`src/rtl/fetch_queue_if.sv`:
```
// fetch_queue_if: fetch/decode handshake bundle for the prefetch queue
interface fetch_queue_if #(parameter int IW = 9, parameter int AW = 16, parameter int DEPTH = 2);
  logic [AW-1:0] instr_addr;
  logic [IW-1:0] instr_in;
  logic fetch_valid;
  logic flush_ctrl;
  logic dec_ready;
  logic [IW-1:0] instr_out;
  logic [AW-1:0] pc_out;
  logic instr_valid;
  logic fetch_stall;
  logic halted;
  logic [$clog2(DEPTH+1)-1:0] count;
  modport slave(
    input instr_addr, instr_in, fetch_valid, flush_ctrl, dec_ready,
    output instr_out, pc_out, instr_valid, fetch_stall, halted, count
  );
  modport master(
    output instr_addr, instr_in, fetch_valid, flush_ctrl, dec_ready,
    input instr_out, pc_out, instr_valid, fetch_stall, halted, count
  );
endinterface

```
`src/rtl/fetch_queue.sv`:
```
// fetch_queue: prefetch FIFO between instruction fetch and decode with flush and sticky halt
module fetch_queue #(
  parameter int IW = 9,
  parameter int AW = 16,
  parameter int DEPTH = 2,
  parameter logic [IW-1:0] HALT_WORD = 9'h1FF
) (
  input logic CLK,
  input logic reset_ctrl_n,
  fetch_queue_if.slave q
);
  localparam int PW = DEPTH > 1 ? $clog2(DEPTH) : 1;
  localparam int CW = $clog2(DEPTH + 1);
  typedef enum logic {RUN, HALTED} state_t;
  state_t state;
  logic [AW-1:0] addr_mem [DEPTH];
  logic [IW-1:0] word_mem [DEPTH];
  logic [PW-1:0] wr_ptr, rd_ptr;
  logic [CW-1:0] cnt;
  logic push, pop;
  function automatic logic [PW-1:0] inc(input logic [PW-1:0] p);
    return p == PW'(DEPTH - 1) ? '0 : p + 1'b1;
  endfunction
  assign q.instr_valid = cnt != '0 && state == RUN;
  assign q.fetch_stall = cnt == CW'(DEPTH) || state == HALTED;
  assign q.halted = state == HALTED;
  assign q.count = cnt;
  assign q.instr_out = word_mem[rd_ptr];
  assign q.pc_out = addr_mem[rd_ptr];
  assign push = q.fetch_valid && !q.fetch_stall && !q.flush_ctrl && state == RUN;
  assign pop = q.instr_valid && q.dec_ready;
  always_ff @(posedge CLK) begin
    if (!reset_ctrl_n) begin
      state <= RUN;
      cnt <= '0;
      wr_ptr <= '0;
      rd_ptr <= '0;
      for (int i = 0; i < DEPTH; i++) begin
        addr_mem[i] <= '0;
        word_mem[i] <= '0;
      end
    end else if (state == RUN) begin
      if (push) begin
        addr_mem[wr_ptr] <= q.instr_addr;
        word_mem[wr_ptr] <= q.instr_in;
        wr_ptr <= inc(wr_ptr);
      end
      if (pop && q.instr_out == HALT_WORD) begin
        state <= HALTED;
        cnt <= '0;
      end else if (q.flush_ctrl) begin
        cnt <= '0;
        rd_ptr <= wr_ptr;
      end else begin
        if (pop) rd_ptr <= inc(rd_ptr);
        cnt <= cnt + CW'(push) - CW'(pop);
      end
    end
  end
endmodule

```
`src/flat_wrapper.sv`:
```
// flat-port wrapper written by rule: the top's interface ports become plain ports
module fetch_queue_flat 
#(
  parameter int IW = 9,
  parameter int AW = 16,
  parameter int DEPTH = 2,
  parameter logic [IW-1:0] HALT_WORD = 9'h1FF
)
  (CLK, reset_ctrl_n, q_instr_addr, q_instr_in, q_fetch_valid, q_flush_ctrl, q_dec_ready, q_instr_out, q_pc_out, q_instr_valid, q_fetch_stall, q_halted, q_count);
  fetch_queue_if #(.IW(IW), .AW(AW), .DEPTH(DEPTH)) q_i ();
  input logic CLK;
  input logic reset_ctrl_n;
  input wire logic [$bits(q_i.instr_addr)-1:0] q_instr_addr;
  input wire logic [$bits(q_i.instr_in)-1:0] q_instr_in;
  input wire logic [$bits(q_i.fetch_valid)-1:0] q_fetch_valid;
  input wire logic [$bits(q_i.flush_ctrl)-1:0] q_flush_ctrl;
  input wire logic [$bits(q_i.dec_ready)-1:0] q_dec_ready;
  output wire logic [$bits(q_i.instr_out)-1:0] q_instr_out;
  output wire logic [$bits(q_i.pc_out)-1:0] q_pc_out;
  output wire logic [$bits(q_i.instr_valid)-1:0] q_instr_valid;
  output wire logic [$bits(q_i.fetch_stall)-1:0] q_fetch_stall;
  output wire logic [$bits(q_i.halted)-1:0] q_halted;
  output wire logic [$bits(q_i.count)-1:0] q_count;
  assign q_i.instr_addr = q_instr_addr;
  assign q_i.instr_in = q_instr_in;
  assign q_i.fetch_valid = q_fetch_valid;
  assign q_i.flush_ctrl = q_flush_ctrl;
  assign q_i.dec_ready = q_dec_ready;
  assign q_instr_out = q_i.instr_out;
  assign q_pc_out = q_i.pc_out;
  assign q_instr_valid = q_i.instr_valid;
  assign q_fetch_stall = q_i.fetch_stall;
  assign q_halted = q_i.halted;
  assign q_count = q_i.count;
  fetch_queue #(.IW(IW), .AW(AW), .DEPTH(DEPTH), .HALT_WORD(HALT_WORD)) u_core (.CLK(CLK), .reset_ctrl_n(reset_ctrl_n), .q(q_i));
endmodule
```
`config.mk`:
```
export PLATFORM = sky130hd
export DESIGN_NAME = fetch_queue_flat
export DESIGN_NICKNAME = d
export VERILOG_FILES = /design/src/rtl/fetch_queue_if.sv /design/src/rtl/fetch_queue.sv /design/src/flat_wrapper.sv
export SDC_FILE = /design/constraint.sdc
export NUM_CORES = 1
export LEC_CHECK = 0
export CAP_MARGIN = 20
export CELL_PAD_IN_SITES_DETAIL_PLACEMENT = 1
export CELL_PAD_IN_SITES_GLOBAL_PLACEMENT = 2
export CORE_MARGIN = 2
export CORE_UTILIZATION = 30
export DETAILED_ROUTE_END_ITERATION = 10
export HOLD_SLACK_MARGIN = 0.05
export PLACE_DENSITY = 0.78
export SYNTH_ARGS = -nofsm -noshare
export SYNTH_HDL_FRONTEND = slang
export SYNTH_SLANG_ARGS = --single-unit
```
`constraint.sdc`:
```
create_clock -name CLK -period 2.3 [get_ports CLK]
set_clock_uncertainty 0.05 [all_clocks]
set_input_delay 0.69 -clock CLK [delete_from_list [all_inputs] [get_ports CLK]]
set_output_delay 0.69 -clock CLK [all_outputs]
set_load 0.01 [all_outputs]
```
==> flow_metrics.env, run 1 <==
export IMPL_leakage_uw=0.00140
export IMPL_synth_compound_area_share_pct=4.99
export IMPL_via_per_inst=4.45
export IMPL_cts_sinks=56
export IMPL_cp_cell_sequence="buf_12 > mux2_2 > dlygate4sd2_1"
export IMPL_hold_viol_final=0
export IMPL_drive_above_1_share_pct=24.2
export IMPL_worstPathArrival_ns=1.48
export IMPL_fin_crit_sh_pct=96.7
export IMPL_synth_nets=218
export IMPL_io_pins=60
export IMPL_synth_fa_ha_area_share_pct=0.960
export IMPL_synth_top_family_by_area="simple AND/OR/NAND/NOR gates"
export IMPL_hpwlAfterDp_um=3880
export IMPL_grt_max_degree=26
export IMPL_final_cells=368
export IMPL_ys_types=37
export IMPL_overflow=0
export IMPL_h_tree_depth=2
export IMPL_synth_edf_count=50
export IMPL_yosysWarningCount=0
export IMPL_antenna_found_initial=0
export IMPL_crit_slowest_cell="dfxtp_2"
export IMPL_internal_power_uw=1660
export IMPL_worstMarginPinSlew_ns=0.434
export IMPL_irDropWorstVdd_mv=0.340
export IMPL_clock_latency_ns=0.30
export IMPL_power_density_nw_per_um2=599
export IMPL_firstDrtPassIters=3
export IMPL_cts_hold_buffers=0
export IMPL_maxSlewHeadroom_pct=71.1
export IMPL_cts_buffers=5
export IMPL_synth_seq_cells=56
export IMPL_netlist_area_leader_share_pct=57.6
export IMPL_yosysSeqAreaShare_pct=62.2
export IMPL_netlist_area_um2=2610
export IMPL_yosys_area_top_type="edfxtp_1"
export IMPL_power_frac_clock_pct=30.0
export IMPL_port_buffers=59
export IMPL_cts_reportedPaths_clkPinSlew_ns=0.09
export IMPL_vias=1636
export IMPL_p_sw_uw=459
export IMPL_antenna_cells=0
export IMPL_drc=0
export IMPL_cts_tree="built"
export IMPL_grt_pass1_wl_um=9030
export IMPL_synthSimpleGateAreaFrac_pct=18.0
export IMPL_fin_hold_ws_ns=0.474
export IMPL_dieHeight_um=97.2
export IMPL_synth_cells=186
export IMPL_rows=34
export IMPL_combPwrFrac_pct=14.3
export IMPL_post_place_ws_ns=-0.449
export IMPL_gp_congestion=0.692
export IMPL_synth_area_leaders="edfxtp_1 58%, and2_1 12%, mux2_2 9.9%, dfxtp_1 4.6%, ha_1 0.96%"
export IMPL_period_minus_slack_ns=2.22
export IMPL_fin_nets=291
export IMPL_drt_iter0_markers=105
export IMPL_fillCellCount=906
export IMPL_antenna_left=0
export IMPL_synth_xor_area_share_pct=0.336
export IMPL_drv_slew=0
export IMPL_synth_mux_area_share_pct=10.5
export IMPL_die_width_um=97.2
export IMPL_clockRootBuffer="clkbuf_8"
export IMPL_wire_per_inst_um=14.8
export IMPL_startpoint_type="flip-flop"
export IMPL_drt_wl_total_um=5450
export IMPL_start_util_pct=30.5
export IMPL_rsz0062_at_grt="false"
export IMPL_grtUsageTotal_pct=12.2
export IMPL_seq_power_share_pct=55.7
export IMPL_setup_viol=0
export IMPL_fmax_mhz=450
export IMPL_path_max_fanout=22
export IMPL_cp_required_ns=1.56
export IMPL_path_class="flip-flop to output pin"
export IMPL_fin_ws_ns=0.0765
export IMPL_dp_cells=359
export IMPL_max_cap_viol_count=0
export IMPL_switching_share_pct=21.7
export IMPL_syn_to_final_growth_pct=36.0
export IMPL_cp_slowest_stage_delay_ns=0.37
export IMPL_core_area_um2=8550
export IMPL_async_reset_ff_share_pct=0
export IMPL_tns_ns=0
export IMPL_grt_pass1_vias=1813
export IMPL_die_area_um2=9450
export IMPL_status="finished clean"
export IMPL_ys_flop_type="edfxtp_1"
export IMPL_hold_class="flip-flop to flip-flop"
export IMPL_clockBufferDepth=2
export IMPL_syn_area_per_cell_um2=14.0
export IMPL_setup_worst_path_end_class="output pin"
==> state kept, by name (all words and copies together) (netlist names), named ones only <==
register / flops
u_core.rd_ptr: 1
u_core.word_mem: 18
u_core.wr_ptr: 1
u_core.q.count: 2
u_core.addr_mem: 32
u_core.q.halted: 1
==> power groups by stage <==
stage / Combinational [uW] / Sequential [uW] / Clock, uW
2_1_floorplan: 140 / 1200 / 0
3_3_place_gp: 331 / 1200 / 0
3_5_place_dp: 334 / 1210 / 0
4_1_cts: 312 / 1180 / 657
5_1_grt: 332 / 1190 / 696
6_report: 303 / 1180 / 636
==> through the flow <==
step | utilization, % | area (um^2) | total power [uW]
finish | 41.4 | 3540 | 2120
global placement | 40.2 | 3430 | 1530
CTS | 41.4 | 3540 | 2150
detailed placement | 40.2 | 3430 | 1540
global route | 41.4 | 3540 | 2220
floorplan | - | 2610 | 1340
==> final timing paths <==
kind	from	to	slack [ns]	depth (start not counted)
max	flip-flop	q_pc_out[8]	0.08	3
min	u_core.wr_ptr	u_core.wr_ptr	0.47	2
max reg2reg	u_core.q.count[1]	u_core.q.count[1]	0.23	10
min reg2reg	u_core.wr_ptr	u_core.wr_ptr	0.47	2
==> cell usage in the layout, fill, tap and decap left out, types with 4 or more instances in the layout <==
cell type        instances
buf_4                   11
clkdlybuf4s50_1         33
mux2_2                  23
and2_1                  50
dfxtp_1                  4
nand3_1                  4
buf_12                   4
clkbuf_8                 5
dlygate4sd2_1           26
nand2_1                  5
nor2_1                   4
edfxtp_1                50
==> cell families (layout without fill, tap and decap cells) <==
logic type                 after synthesis  in the layout
buffers and inverters                   13             87
and+or+nand+nor                         76             76
AOI/OAI and AO/OA                       14             14
adders and majority gates                2              2
xor gates and xnor gates                 1              1
muxes                                   24             24
DFF                                     56             56
==> critical path: cells and delay by family, from the launching register on <==
family                 cells  cell delay [ns]
DFF                        1             0.37
muxes                      1             0.36
buffers and inverters      2             0.46
==> cell usage after synthesis, types with 2 or more instances <==
master and count:
and2_1 50, edfxtp_1 50, mux2_2 23, dfxtp_1 6, nand2_1 5, nand2b_1 4
nand3_1 4, nor2_1 4, buf_2 3, buf_4 3, inv_1 3, a21boi_0 2
a32o_1 2, buf_6 2, ha_1 2, nor2b_1 2
==> layer usage <==
metal  vias to the layer above  global-route usage, %  routed length, um
met5                         -                      0                  0
met4                         0                   4.88                125
met3                         8                   1.94                121
met2                        26                   22.7               2970
met1                       799                   14.0               2240
li1                        803                      -                  -
==> area by class of cell <==
class	count	area (um^2)	area share, %
inverters	4	15.0	0.424
flip-flops and latches	56	1620	45.8
clock buffers	5	68.8	1.94
multi-input cells	117	926	26.1
clock inverters	3	42.5	1.20
repair buffers	75	732	20.7
well taps	108	135	3.81
==> repair_timing <==
item / CTS / global route
setup buffers: 1 / 0
resized for setup: 32 / 1
setup endpoints to repair: 26 / 1
pin swaps: 4 / 0
Note: power is estimated with default switching activity, not from simulation.
==> inputs of run 2 (changes only) <==
Settings changed: CELL_PAD_IN_SITES_DETAIL_PLACEMENT 1 to 2.
Clock period 2.3 ns to 2.03 ns, I/O delays scaled along.
==> run 2 against run 1 <==
Effect of this change:
- the flow now finishes with violations (negative setup slack)
- clock-buffer cell count increased by 1
- non-clock buffer count increased by 9
- sequential power increased by 14%
- critical endpoint is now q_pc_out[5]
- hold slack improved by 0.020 ns
- final area increased by 6.1%
- sequential cell count unchanged
- final cell count increased by 2.4%
- global-route usage increased by 1.9 points
- total power increased by 12%
- routed wire length increased by 22%
- register-to-register slack got worse by 0.24 ns
==> flow_metrics.env, run 2 (synthesis results as in run 1) <==
export IMPL_hold_class="flip-flop to flip-flop"
export IMPL_grt_pass1_vias=1947
export IMPL_port_buffers=59
export IMPL_cts_sinks=56
export IMPL_wire_per_inst_um=17.6
export IMPL_drc=0
export IMPL_die_width_um=97.2
export IMPL_core_area_um2=8550
export IMPL_path_class="flip-flop to output pin"
export IMPL_worstPathArrival_ns=1.48
export IMPL_fin_ws_ns=-0.110
export IMPL_setup_viol=10
export IMPL_internal_power_uw=1820
export IMPL_setup_worst_path_end_class="output pin"
export IMPL_hpwlAfterDp_um=4480
export IMPL_clock_latency_ns=0.30
export IMPL_min_path_cells=2
export IMPL_fin_area_um2=3760
export IMPL_regMostFlops="u_core.addr_mem"
export IMPL_grt_max_degree=26
export IMPL_period_minus_slack_ns=2.14
export IMPL_cts_hold_buffers=0
export IMPL_crit_slowest_cell="dfxtp_4"
export IMPL_maxSlewHeadroom_pct=70.7
export IMPL_p_sw_uw=557
export IMPL_status="finished, violations left"
export IMPL_antenna_cells=0
export IMPL_hold_viol_final=0
export IMPL_grt_use_met3_pct=3.17
export IMPL_power_density_nw_per_um2=632
export IMPL_firstDrtPassIters=4
export IMPL_clockRootBuffer="clkbuf_8"
export IMPL_cp_cell_sequence="buf_12 > buf_6 > buf_8 > mux2_4 > buf_6"
export IMPL_vias=1745
export IMPL_use_met2_pct=27.1
export IMPL_drt_wl_total_um=6630
export IMPL_largest_reg_flops=32
export IMPL_r2r_cells=10
export IMPL_cts_tree="built"
export IMPL_power_uw=2380
export IMPL_fin_hold_ws_ns=0.494
export IMPL_dpl_cell_area_um2=3450
export IMPL_h_tree_depth=2
export IMPL_clockBufferDepth=2
export IMPL_switching_share_pct=23.4
export IMPL_antenna_left=0
export IMPL_start_util_pct=30.5
export IMPL_die_area_um2=9450
export IMPL_worstMarginPinSlew_ns=0.439
export IMPL_power_frac_clock_pct=25.2
export IMPL_dieHeight_um=97.2
export IMPL_final_cell_mix="50 x and2_1, 50 x edfxtp_1, 27 x clkdlybuf4s50_1, 25 x buf_6, 19 x buf_4"
export IMPL_max_cap_viol_count=0
export IMPL_cp_slowest_stage_delay_ns=0.37
export IMPL_syn_to_final_growth_pct=44.2
export IMPL_leakage_uw=0.00153
export IMPL_use_met1_pct=15.5
export IMPL_r2r_setup_slack_ns=-0.01
export IMPL_drive_above_1_share_pct=37.5
export IMPL_irDropWorstVdd_mv=0.263
export IMPL_gp_congestion=0.719
export IMPL_busiest_layer="met2"
export IMPL_cts_reportedPaths_clkPinSlew_ns=0.09
export IMPL_rsz0062_at_grt="true"
export IMPL_cts_buffers=5
export IMPL_crit_top_cell="buf_6"
export IMPL_violations="negative setup slack"
export IMPL_drv_slew=0
export IMPL_startpoint_type="flip-flop"
export IMPL_seq_power_share_pct=56.5
export IMPL_grtUsageTotal_pct=14.2
export IMPL_cp_required_ns=1.37
export IMPL_path_max_fanout=4
export IMPL_fmax_mhz=467
export IMPL_overflow=0
export IMPL_antenna_found_initial=0
export IMPL_io_pins=60
export IMPL_fin_crit_sh_pct=105
export IMPL_combPwrFrac_pct=18.4
export IMPL_grt_pass1_wl_um=10400
export IMPL_fin_nets=300
export IMPL_via_per_inst=4.63
export IMPL_drt_iter0_markers=38
export IMPL_rows=34
run 2: changes by cell type in the layout (fill, tap and decap cells not counted), moves of 3 or more:
cell             previous run  this run
buf_6                       1        25
dfxtp_4                     0         3
mux2_2                     23         7
dlygate4sd2_1              26         3
buf_4                      11        19
mux2_4                      1        17
dlymetal6s2s_1              0         3
clkdlybuf4s50_1            33        27
run 2: path summary, 6_finish.rpt:
kind | from | endpoint
hold / removal | u_core.wr_ptr | u_core.wr_ptr
hold reg to reg | u_core.wr_ptr | u_core.wr_ptr
setup / recovery | flip-flop | q_pc_out[5]
setup reg to reg | u_core.q.count[0] | u_core.q.count[1]
run 2: through the flow:
stage | utilization (%) | cells | setup TNS (ns) | setup WS (ns)
global placement | 40.3 | 361 | -18.09 | -0.463
global route | 44.0 | 377 | -1.55 | -0.159
finish | 44.0 | 377 | -0.580 | -0.110
floorplan | - | 186 | -0.0417 | -0.0417
CTS | 43.8 | 378 | -0.925 | -0.122
detailed placement | 40.3 | 361 | -22.23 | -0.526
run 2: per-layer routing:
layer | vias to the layer above | share of wire, %
li1 | 824 | -
met5 | - | 0
met1 | 870 | 39
met3 | 12 | 3.8
met2 | 39 | 56
met4 | 0 | 1.9
run 2: area by class of cell:
class	count	area (um^2)
fillers	818	4790
clock buffers	6	72.6
inverters	4	15.0
clock inverters	2	11.3
flip-flops and latches	56	1630
well taps	108	135
repair buffers	84	867
multi-input cells	117	1020
run 2: power by group through the flow:
stage	Clock, uW	Sequential [uW]	Combinational (uW)
after floorplan	0	1360	164
after global placement	0	1360	370
after detailed placement	0	1370	379
after CTS	615	1340	439
after global routing	664	1350	469
final	598	1340	437
run 2: repair_timing:
action	4_1_cts	5_1_grt
pin swaps	8	5
resized for setup	152	9
setup endpoints to repair	28	31
gates cloned	1	0
setup buffers	8	0
run 2: worst max-delay path: cells and delay by family (launching register included):
family	cells	cell delay [ns]
buffers and inverters	4	0.49
DFF	1	0.37
muxes	1	0.31
==> inputs of run 3 (changes only) <==
Settings changed: PLACE_DENSITY 0.78 to 0.83.
==> run 3 against run 2 <==
Effect of this change:
- the run still ends with negative setup slack left
- sequential share of layout area rose by 0.41 points
- combinational power fell by 3%
- sequential cell count did not move
- clock power barely moved
- critical path depth rose by 5
- maximum frequency rose by 2.2%
- utilization fell by 0.41 points
- highest routed layer unchanged
==> flow_metrics.env, run 3 (synthesis results as in run 1) <==
export IMPL_cts_buffers=5
export IMPL_cp_required_ns=2.22
export IMPL_fillCellCount=825
export IMPL_die_width_um=97.2
export IMPL_crit_reg2reg_launch="u_core.q.count[0]"
export IMPL_startpoint_type="flip-flop"
export IMPL_path_delay_family="simple AND/OR/NAND/NOR gates"
export IMPL_clockBufferDepth=2
export IMPL_cp_num_buf_inv=1
export IMPL_start_util_pct=30.5
export IMPL_path_max_fanout=2
export IMPL_h_tree_depth=2
export IMPL_r2r_setup_slack_ns=-0.06
export IMPL_internal_power_uw=1810
export IMPL_drt_wl_total_um=6780
export IMPL_cts_reportedPaths_clkPinSlew_ns=0.10
export IMPL_tns_ns=-0.0768
export IMPL_setup_worst_path_end_class="flip-flop"
export IMPL_crit_slowest_cell="dfxtp_2"
export IMPL_drv_slew=0
export IMPL_drc=0
export IMPL_reg2reg_to="u_core.q.count[1]"
export IMPL_setup_viol=6
export IMPL_largest_reg_flops=32
export IMPL_antenna_left=0
export IMPL_power_frac_clock_pct=25.2
export IMPL_rows=34
export IMPL_drive_above_1_share_pct=37.2
export IMPL_clockRootBuffer="clkbuf_8"
export IMPL_crit_top_cell="ha_4"
export IMPL_switching_share_pct=23.3
export IMPL_port_buffers=59
export IMPL_path_class="flip-flop to flip-flop"
export IMPL_drt_iter0_markers=58
export IMPL_final_cell_mix="50 x and2_1, 50 x edfxtp_1, 28 x clkdlybuf4s50_1, 20 x mux2_4, 20 x buf_6"
export IMPL_fin_crit_sh_pct=103
export IMPL_fin_ws_ns=-0.0636
export IMPL_fmax_mhz=478
export IMPL_dpl_cell_area_um2=3460
export IMPL_p_sw_uw=550
export IMPL_io_pins=60
export IMPL_cts_sinks=56
export IMPL_rsz0062_at_grt="true"
export IMPL_hold_viol_final=0
export IMPL_vias=1764
export IMPL_combPwrFrac_pct=17.9
export IMPL_hpwlAfterDp_um=4560
export IMPL_overflow=0
export IMPL_fin_area_um2=3720
export IMPL_firstDrtPassIters=4
export IMPL_dieHeight_um=97.2
export IMPL_core_area_um2=8550
export IMPL_r2r_cells=10
export IMPL_cp_cell_sequence="o21ba_4 > and2_4 > ha_4 > inv_2 > ha_4 > xnor2_2 > or3_4 > a21oi_2 > a22oi_1 > nor2b_1"
export IMPL_antenna_cells=0
export IMPL_syn_to_final_growth_pct=42.9
export IMPL_cp_slowest_stage_delay_ns=0.34
export IMPL_power_density_nw_per_um2=635
export IMPL_die_area_um2=9450
export IMPL_grt_pass1_vias=1911
export IMPL_grtUsageTotal_pct=14.2
export IMPL_max_cap_viol_count=0
export IMPL_seq_power_share_pct=56.9
export IMPL_gp_congestion=0.734
export IMPL_status="finished, violations left"
export IMPL_regMostFlops="u_core.addr_mem"
export IMPL_violations="negative setup slack"
export IMPL_clock_latency_ns=0.30
export IMPL_period_minus_slack_ns=2.09
export IMPL_grt_pass1_wl_um=10300
export IMPL_worstMarginPinSlew_ns=0.425
export IMPL_grt_max_degree=26
export IMPL_maxSlewHeadroom_pct=71.7
export IMPL_antenna_found_initial=0
export IMPL_min_path_cells=2
export IMPL_leakage_uw=0.00151
export IMPL_power_uw=2360
export IMPL_hold_end="u_core.wr_ptr"
export IMPL_hold_class="flip-flop to flip-flop"
export IMPL_fin_nets=300
export IMPL_irDropWorstVdd_mv=0.284
export IMPL_wire_per_inst_um=18.0
export IMPL_via_per_inst=4.68
export IMPL_worstHoldStart="u_core.wr_ptr"
export IMPL_fin_hold_ws_ns=0.481
export IMPL_worstPathArrival_ns=2.28
export IMPL_cts_tree="built"
## run 3: cell count changes in the layout (fill, tap and decap cells not counted), moves of 2 or more
cell    before  now
buf_4       19   15
buf_6       25   20
mux2_4      17   20
mux2_2       7    4
buf_12       2    4
buf_2        1    9
## run 3: per-stage QoR
stage | std cells | utilization, % | worst slack, ns
CTS | 375 | 42.2 | -0.107
global route | 377 | 43.5 | -0.145
floorplan | 186 | - | -0.0417
global placement | 359 | 40.5 | -0.462
finish | 377 | 43.5 | -0.0636
detailed placement | 359 | 40.5 | -0.573
## run 3: power by group through the flow
stage / logic (uW) / clock network, uW / registers (uW)
floorplan: 164 / 0 / 1360
global route: 456 / 654 / 1350
CTS: 394 / 607 / 1340
global placement: 374 / 0 / 1360
finish: 424 / 596 / 1340
detailed placement: 386 / 0 / 1370
## run 3: worst max path at each step
| stage | startpoint | endpoint | slack, ns | cells past startpoint |
|---|---|---|---|---|
| 6_report | u_core.q.count[0] | u_core.q.count[1] | -0.06 | 10 |
| 3_5_place_dp | q_dec_ready | u_core.q.count[1] | -0.57 | 10 |
| 3_3_place_gp | q_dec_ready | u_core.q.count[1] | -0.46 | 10 |
| 5_1_grt | u_core.q.count[0] | u_core.q.count[1] | -0.15 | 10 |
| 4_1_cts | flip-flop | q_pc_out[11] | -0.11 | 3 |
| 2_1_floorplan | q_dec_ready | u_core.q.count[1] | -0.04 | 9 |
## run 3: timing repair
action | 4_1_cts | 5_1_grt
buffers inserted | 7 | 2
endpoints found under the hold margin | 0 | 0
pin swaps | 2 | 0
resized for setup | 127 | 25
setup endpoints to repair | 28 | 25
hold buffers | 0 | 0
gates cloned | 1 | 0
## run 3: worst reg2reg max path, stage by stage (launching register included)
cell and delay (ns):
dfxtp_2 0.34, o21ba_4 0.21, and2_4 0.14, ha_4 0.26, inv_2 0.04, ha_4 0.16, xnor2_2 0.14, or3_4 0.33
a21oi_2 0.12, a22oi_1 0.08, nor2b_1 0.13
## run 3: metal layers
| metal | global-route usage (%) | share of wire (%) |
|---|---|---|
| met5 | 0 | 0 |
| met4 | 4.88 | 1.6 |
| met3 | 2.88 | 3.9 |
| met2 | 27.0 | 56 |
| met1 | 15.6 | 39 |
## run 3: final cells by class
class	count	area [um^2]	area share (%)
inverter	4	15.0	0.403
tap	108	135	3.63
sequential	56	1630	43.9
multi-input combinational	117	1020	27.4
clock buffer	7	76.3	2.05
clock inverter	1	5.00	0.134
timing repair buffer	84	838	22.5
